==> config.mk <==
export PLATFORM = sky130hd
export DESIGN_NAME = fix_conv_sched
export DESIGN_NICKNAME = d
export VERILOG_FILES = /design/src/rtl/fix_conv_pkg.sv /design/src/rtl/single_to_fix_core.sv /design/src/rtl/fix_conv_sched.sv
export SDC_FILE = /design/constraint.sdc
export NUM_CORES = 1
export LEC_CHECK = 0
export BUFFER_PORTS_ARGS = -buffer_cell sky130_fd_sc_hd__buf_4
export CAP_MARGIN = 10
export CORE_ASPECT_RATIO = 1.5
export CORE_UTILIZATION = 54
export CTS_CLUSTER_DIAMETER = 200
export DETAILED_ROUTE_END_ITERATION = 8
export GPL_TIMING_DRIVEN = 0
export HOLD_SLACK_MARGIN = 0.08
export PLACE_DENSITY = 0.89
export SYNTH_ARGS = -nofsm -noshare
export SYNTH_HDL_FRONTEND = slang
export SYNTH_SLANG_ARGS = --single-unit
==> constraint.sdc <==
create_clock -name i_clk -period 3.5 [get_ports i_clk]
set_clock_uncertainty 0.05 [all_clocks]
set_input_delay 0.35 -clock i_clk [delete_from_list [all_inputs] [get_ports i_clk]]
set_output_delay 0.35 -clock i_clk [all_outputs]
set_load 0.02 [all_outputs]
==> src/rtl/fix_conv_pkg.sv <==
// Shared definitions for the fixed-point converter scheduler: FSM states and
// IEEE-754 single-precision field constants.
package fix_conv_pkg;

    typedef enum logic [1:0] {
        ST_IDLE = 2'd0,
        ST_CONV = 2'd1,
        ST_RESP = 2'd2
    } conv_state_t;

    localparam int FP_BIAS   = 127;
    localparam int FP_EXP_W  = 8;
    localparam int FP_MANT_W = 23;

    function automatic logic [FP_EXP_W-1:0] fp_exp(input logic [31:0] x);
        return x[30:23];
    endfunction

endpackage

==> src/rtl/single_to_fix_core.sv <==
// Combinational IEEE-754 single to unsigned fixed-point converter; magnitude is
// truncated and wraps modulo 2^(INT_WIDTH+FRACT_WIDTH).
module single_to_fix_core
    import fix_conv_pkg::*;
#(
    parameter int INT_WIDTH   = 12,
    parameter int FRACT_WIDTH = 4
) (
    input  logic [31:0]                      fp_in,
    output logic [INT_WIDTH+FRACT_WIDTH-1:0] fix_out
);

    localparam int W         = INT_WIDTH + FRACT_WIDTH;
    localparam int SHIFT_OFS = FP_BIAS + FP_MANT_W - FRACT_WIDTH;

    logic [FP_EXP_W-1:0]    exp_s;
    logic [FP_MANT_W:0]     mant_s;
    logic [FP_MANT_W+W:0]   wide_s;
    logic signed [9:0]      sh_s;
    logic [9:0]             lsh_s;
    logic [9:0]             rsh_s;
    logic                   unused_sign_s;

    assign unused_sign_s = fp_in[31];

    // Barrel shift of the restored mantissa by (exponent - bias - mantissa bits + FRACT_WIDTH)
    always_comb begin
        exp_s   = fp_exp(fp_in);
        mant_s  = {1'b1, fp_in[FP_MANT_W-1:0]};
        sh_s    = $signed({2'b00, exp_s}) - $signed(10'(SHIFT_OFS));
        lsh_s   = $unsigned(sh_s);
        rsh_s   = $unsigned(-sh_s);
        wide_s  = '0;
        fix_out = '0;
        if (exp_s == 8'h00 || exp_s == 8'hFF) begin
            fix_out = '0;
        end else if (!sh_s[9]) begin
            if (lsh_s >= 10'(W)) begin
                fix_out = '0;
            end else begin
                wide_s  = {{W{1'b0}}, mant_s} << lsh_s;
                fix_out = wide_s[W-1:0];
            end
        end else begin
            if (rsh_s >= 10'(FP_MANT_W + 1)) begin
                fix_out = '0;
            end else begin
                wide_s  = {{W{1'b0}}, mant_s} >> rsh_s;
                fix_out = wide_s[W-1:0];
            end
        end
    end

endmodule

==> src/rtl/fix_conv_sched.sv <==
// Round-robin scheduler sharing one single-to-fixed converter among NUM_REQ requesters.
// Optional saturation of out-of-range operands is enabled with FIX_CONV_SAT_EN.
module fix_conv_sched
    import fix_conv_pkg::*;
#(
    parameter int NUM_REQ     = 4,
    parameter int INT_WIDTH   = 12,
    parameter int FRACT_WIDTH = 4,
    parameter int ID_W        = $clog2(NUM_REQ)
) (
    input  logic                             i_clk,
    input  logic                             i_rst,
    input  logic [NUM_REQ-1:0]               i_req_valid,
    input  logic [32*NUM_REQ-1:0]            i_req_data,
    output logic [NUM_REQ-1:0]               o_req_ready,
    output logic                             o_rsp_valid,
    input  logic                             i_rsp_ready,
    output logic [INT_WIDTH+FRACT_WIDTH-1:0] o_rsp_data,
    output logic [ID_W-1:0]                  o_rsp_id,
    output logic                             o_rsp_sat
);

    localparam int W = INT_WIDTH + FRACT_WIDTH;

    conv_state_t        state_r;
    logic [ID_W-1:0]    last_r;
    logic [ID_W-1:0]    id_r;
    logic [31:0]        op_r;
    logic [W-1:0]       core_out_s;
    logic [ID_W:0]      cand_s;
    logic [ID_W-1:0]    win_s;
    logic               found_s;
    logic [NUM_REQ-1:0] grant_s;

    single_to_fix_core #(
        .INT_WIDTH   (INT_WIDTH),
        .FRACT_WIDTH (FRACT_WIDTH)
    ) u_core (
        .fp_in   (op_r),
        .fix_out (core_out_s)
    );

    // Round-robin search starting one past the last winner
    always_comb begin
        found_s = 1'b0;
        win_s   = '0;
        cand_s  = '0;
        for (int i = 1; i <= NUM_REQ; i++) begin
            cand_s = {1'b0, last_r} + (ID_W+1)'(i);
            if (cand_s >= (ID_W+1)'(NUM_REQ)) begin
                cand_s = cand_s - (ID_W+1)'(NUM_REQ);
            end else begin
                cand_s = cand_s;
            end
            if (!found_s && i_req_valid[cand_s[ID_W-1:0]]) begin
                found_s = 1'b1;
                win_s   = cand_s[ID_W-1:0];
            end else begin
                found_s = found_s;
            end
        end
    end

    // One-hot accept, only ever offered while idle
    always_comb begin
        grant_s = '0;
        if (state_r == ST_IDLE && found_s) begin
            grant_s[win_s] = 1'b1;
        end else begin
            grant_s = '0;
        end
    end

    assign o_req_ready = grant_s;

`ifdef FIX_CONV_SAT_EN
    logic sat_hit_s;
    logic sat_r;

    // Saturation is decided from the exponent alone, ahead of the result register
    always_comb begin
        sat_hit_s = 1'b0;
        if (fp_exp(op_r) >= 8'(FP_BIAS + INT_WIDTH)) begin
            sat_hit_s = 1'b1;
        end else begin
            sat_hit_s = 1'b0;
        end
    end

    assign o_rsp_sat = sat_r;
`else
    assign o_rsp_sat = 1'b0;
`endif

    // Scheduler FSM: capture winner, convert, hold response until accepted
    always_ff @(posedge i_clk or posedge i_rst) begin
        if (i_rst) begin
            state_r     <= ST_IDLE;
            last_r      <= ID_W'(NUM_REQ - 1);
            id_r        <= '0;
            op_r        <= '0;
            o_rsp_valid <= 1'b0;
            o_rsp_data  <= '0;
            o_rsp_id    <= '0;
`ifdef FIX_CONV_SAT_EN
            sat_r       <= 1'b0;
`endif
        end else begin
            case (state_r)
                ST_IDLE: begin
                    if (found_s) begin
                        op_r    <= i_req_data[32*win_s +: 32];
                        id_r    <= win_s;
                        last_r  <= win_s;
                        state_r <= ST_CONV;
                    end else begin
                        state_r <= ST_IDLE;
                    end
                end
                ST_CONV: begin
`ifdef FIX_CONV_SAT_EN
                    o_rsp_data <= sat_hit_s ? {W{1'b1}} : core_out_s;
                    sat_r      <= sat_hit_s;
`else
                    o_rsp_data <= core_out_s;
`endif
                    o_rsp_id    <= id_r;
                    o_rsp_valid <= 1'b1;
                    state_r     <= ST_RESP;
                end
                ST_RESP: begin
                    if (i_rsp_ready) begin
                        o_rsp_valid <= 1'b0;
                        state_r     <= ST_IDLE;
                    end else begin
                        state_r     <= ST_RESP;
                    end
                end
                default: begin
                    o_rsp_valid <= 1'b0;
                    state_r     <= ST_IDLE;
                end
            endcase
        end
    end

endmodule

Word level (Yosys, flattened, before mapping):

Index checks and enable logic that the tools add are counted.

* bits in registers: 56
* input port bits: 135

* $add $sub $neg: 10
* order comparisons: 12
* equality and inequality tests: 4
* shift operators: 3
* muxes and demuxes: 32
* bitwise logic cells: 1
* reductions and logical operators: 13

Operators by type and width (number)
* 128-bit by 8-bit indexed part select with 31-bit output: 1
* 16-bit 2-to-1 mux: 4
* 24-bit by 10-bit left shift with 16-bit output: 1
* 24-bit by 10-bit >> shifter with 16-bit output: 1
* 10-bit by 5-bit >= comparator with 1-bit output, second input constant: 2
* 2-bit 2-to-1 mux: 9
* 2-bit by 3-bit < comparator with 1-bit output, second input constant: 5
* 3-bit >= comparator, second input constant: 4
* 1-bit 2-to-1 mux: 11
* 10-bit negator: 1
* 8-bit by 8-bit subtractor with 9-bit output, second input constant: 1
* 1-bit binary-select mux with 2-bit select: 4
* 8-bit == test, second input constant: 1
* 8-bit zero test: 1
* 2-bit by 1-bit subtractor with 2-bit output, second input constant: 4
* 2-bit by 2-bit adder with 3-bit output, second input constant: 2
* 2-bit case mux with 3 select lines: 1
* 1-bit logical AND: 5
* 4-bit 2-to-1 mux: 1
* 2-bit AND reduction: 2
* 2-bit by 1-bit adder with 3-bit output, second input constant: 1
* 2-bit by 3-bit adder with 3-bit output, second input constant: 1
* 1-bit zero test: 3
* 1-bit case mux with 3 select lines: 1
* other kinds (8): 8

Logic depth before layout (Yosys ltp):

* depth in word-level cells: 20
* mapped depth: 14

By module:

A second synthesis with hierarchy kept.

* cells, all modules: 657
* area, all modules: 5631.7 um^2

By module, submodules not included
* fix_conv_sched: instances 1, cells an instance 325, area an instance 3345.7 um^2, sequential area each 1428.9 um^2
* single_to_fix_core: instances 1, cells an instance 332, area an instance 2285.9 um^2, sequential area each 0.0 um^2

Least setup slack after synthesis:

No wires, ideal clock.

* path type: register to register
* start: register op_r[24]
* end: register o_rsp_data[7]
* library setup time: 0.077 ns
* arrival time: 2.955 ns
* path slack: 0.418 ns
* cell stages (with the launch flop): 11
* period minus slack after synthesis: 3.082 ns
* cell sequence: dfrtp_1 buf_6 inv_1 clkbuf_1 ha_1 xnor2_1 mux4_2 nand2_1 o21ai_0 o21a_1 o21ai_1

* word-level cells in the longest chain between the ends: 6

Ends and longest elaborated chain
* start, declared: line fix_conv_sched.sv:28 `logic [31:0] op_r;`
* start signal, assigned: line fix_conv_sched.sv:112 `op_r <= i_req_data[32*win_s +: 32];`
* 8-bit by 8-bit subtractor with 9-bit output: line single_to_fix_core.sv:30 `sh_s = $signed({2'b00, exp_s}) - $signed(10'(SHIFT_OFS));`
* 10-bit negator: line single_to_fix_core.sv:32 `rsh_s = $unsigned(-sh_s);`
* 10-bit by 5-bit >= comparator with 1-bit output or 24-bit by 10-bit >> shifter with 16-bit output (tied branches): line single_to_fix_core.sv:45, single_to_fix_core.sv:48
* 16-bit 2-to-1 mux: line single_to_fix_core.sv:45 `if (rsh_s >= 10'(FP_MANT_W + 1)) begin`
* 16-bit 2-to-1 mux: line single_to_fix_core.sv:37 `end else if (!sh_s[9]) begin`
* 16-bit 2-to-1 mux (*): line single_to_fix_core.sv:35 `if (exp_s == 8'h00 || exp_s == 8'hFF) begin`
* end signal, assigned: line fix_conv_sched.sv:125 `o_rsp_data <= core_out_s;`
* end, declared: line fix_conv_sched.sv:18 `output logic [INT_WIDTH+FRACT_WIDTH-1:0] o_rsp_data,`

Every way passes the cells marked *; elsewhere a longest branch is shown, timed or not.
A chain may end at the register's enable or synchronous reset.

Worst setup path in the final report:

* start: register op_r[23]
* end: register o_rsp_data[9]

The elaborated chain is that of the path after synthesis.

==> flow_summary.yaml <==
timing:
  max_freq_mhz: 297.7
  relSlewSlack_pct: 48.75
  setup-violations-final: 0
  worstMarginPinSlew_ps: 762.9
  setup_tns_ps: 0
  min_period_ps: 3359
  maxSlewViolCount: 0
  grt_setup_unrepaired: "no"
  final_hold_viol_count: 0
  hold_ws_ps: 255.5
  finalCritPeriodShare_pct: 95.96
critical_path:
  critPathMostFrequentCell: "buf_8"
  required_ps: 3630
  cpMaxStageDelayCell: "dfrtp_1"
  cp_max_fo: 10
  startpoint_type: "register"
  cp_cell_sequence: "buf_4, buf_8, buf_8, clkinvlp_4, ha_1, clkbuf_4, buf_6, clkbuf_2, nand3_1, o21ai_1, mux2_2, a21o_1, a31oi_1, o21ai_0"
  cpPeakStageDelay_ps: 360
  crit_type: "reg -> reg"
  arrival_ps: 3480
  endpoint_kind: "register"
detailed_routing:
  drc: 0
  via_per_inst: 6.131
  wl_um: 19370
  wl_per_cell_um: 19.20
  antenna_left: 0
  drtPass1Iterations: 5
  dr.first_iter.drc_count: 335
  vias: 6186
pwr:
  ir_drop_uv: 468.8
  p_leak_nw: 3.303
  p_per_area_nw_per_um2: 1220
die:
  start_util_pct: 56.36
  ios: 159
  std_cell_rows: 45
  core_area_um2: 10250
  die-area_um2: 11120
  die_w_um: 86.44
  chipHeight_um: 128.7
global_route:
  grt_pass1_wl_um: 31130
  grt_overflow: 0
  antenna_found_initial: 0
  grt_pass1_vias: 6192
  grt_max_degree: 39
  grt.total_usage_pct: 36.16
placement:
  dp_hpwl_um: 15770
  placed_area_um2: 7121
  gp_congestion: 0.9789
  io_buffers: 153
synth:
  ys_seq_area_share_pct: 24.31
  yosysTopAreaCell: "dfrtp_1"
  syn_inst: 704
  synthMuxAreaShare_pct: 18.98
  synthAdderAreaFrac_pct: 1.083
  synth-edff-count: 0
  synth.avg_cell_area_um2: 8.204
  yosysWarnings: 0
  ys_types: 65
  synth_seq_cells: 56
  synth_top_family_by_area: "simple AND/OR/NAND/NOR gates"
  synth_ff_type: "dfrtp_1"
  netlist_top_cells_count: "nand2_1, dfrtp_1, mux2i_1"
  synth_compound_area_share_pct: 21.32
  synth-async-reset-ratio_pct: 100.0
  yosys-top-cells-area: "dfrtp_1, nand2_1, mux4_2, mux2i_1, o31ai_1"
  synth_area_um2: 5776
  yosys.area.top_type_share_pct: 23.40
  synth_nets: 844
  yosysMostFrequentCell: "nand2_1"
  synthSimpleGateAreaFrac_pct: 25.80
  synthXorXnorAreaFrac_pct: 2.405
min_path:
  holdCritPathClass: "in -> reg"
finish:
  final_nets: 1007
  n_fill_cell: 843
  layout-drive-gt1-share_pct: 28.34
  syn_to_final_growth_pct: 28.10
  final_area_um2: 7398
  diodes: 0
cts:
  root_buffer: "clkbuf_16"
  cts_tree: "yes"
  clkLatencyLatePin_ps: 310
  htreeDepth: 2
  clk_path_buf_depth: 2
  clk_pin_slew_ps: 80
  cts_buffers: 5
  cts_sinks: 56
outcome:
  status: "complete, no violations"
run:
  drv_cap: 0
==> power by group <==
part,switching (mW),internal [mW]
logic,4.14,2.99
registers,0.372,0.963
clock network,0.234,0.337
==> kinds of logic after synthesis <==
family,Yosys count
AND/OR/NAND/NOR,308
AO/OA/AOI/OAI,171
multiplexers,79
buffers and inverters,73
flip-flops,56
XOR/XNOR,11
adder cells (fa/ha/maj),5
other,1
==> state kept, by name, summed over array words and instances (netlist names) <==
name,flops
o_rsp_id,2
o_rsp_data,16
id_r,2
op_r,31
last_r,2
o_rsp_valid,1
state_r,2
==> stage by stage <==
step / worst slack [ps] / cells / utilization, % / power [mW]
after global placement: -263.5 / 998 / 69.29 / 7.982
after detailed placement: -270.5 / 999 / 69.49 / 8.067
after floorplan: 417.9 / 704 / - / 6.247
final: 141.4 / 1009 / 72.20 / 9.029
after CTS: 14.00 / 1009 / 71.42 / 8.724
after global routing: 16.57 / 1009 / 72.20 / 9.655
==> cells in the final DEF, fill, tap and decap left out, types with 12 or more instances in the layout <==
cell,instances
and3_1,40
nand2_1,146
clkbuf_1,38
o31ai_1,39
o21ai_0,24
nor2_1,30
nand3_1,12
mux2_2,14
buf_4,160
and2_1,38
mux2i_1,42
a211oi_1,37
dfrtp_1,54
a21oi_1,14
mux4_2,23
==> path summary, 6_finish.rpt <==
| check | from | to | slack, ps | cells past startpoint |
|---|---|---|---|---|
| max | op_r[23] | o_rsp_data[9] | 140 | 14 |
| min | i_rsp_ready | state_r[1] | 260 | 4 |
| max reg2reg | op_r[23] | o_rsp_data[9] | 140 | 14 |
| min reg2reg | o_rsp_data[8] | o_rsp_data[8] | 440 | 2 |
| max in group asynchronous | i_rst | last_r[0] | 2230 | 4 |
| min in group asynchronous | i_rst | o_rsp_valid | 550 | 3 |
==> timing repair <==
item,CTS,global route
setup endpoints to repair,14,14
endpoints found under the hold margin,18,0
buffers inserted,2,0
hold buffers,1,0
cloned,0,0
resized for setup,4,18
==> critical path, delay by kind of cell, from the launching register on <==
family	cells	cell delay [ps]
AOI/OAI and AO/OA	4	710
adders and majority gates	1	360
buffers and inverters	7	1260
DFF	1	360
muxes	1	360
and+or+nand+nor	1	130
==> layout make-up <==
type / instances / area (um2) / area share (%)
plain buffers: 63 / 332.8 / 4.499
clock buffers: 6 / 128.9 / 1.742
clock inverters: 2 / 35.03 / 0.4735
inverters: 9 / 41.29 / 0.5581
multi-input cells: 575 / 4086 / 55.23
flip-flops and latches: 56 / 1404 / 18.98
well taps: 141 / 176.4 / 2.385
repair buffers: 157 / 1194 / 16.13
==> metal layers <==
metal | global-route usage [%] | up-vias | part of all wire (%)
met4 | 23.43 | 0 | 5.7
met3 | 3.335 | 67 | 4.9
li1 | - | 2909 | -
met5 | 0 | - | 0
met2 | 65.45 | 303 | 52
met1 | 40.01 | 2907 | 37
Note: power is estimated with default switching activity, not from simulation.
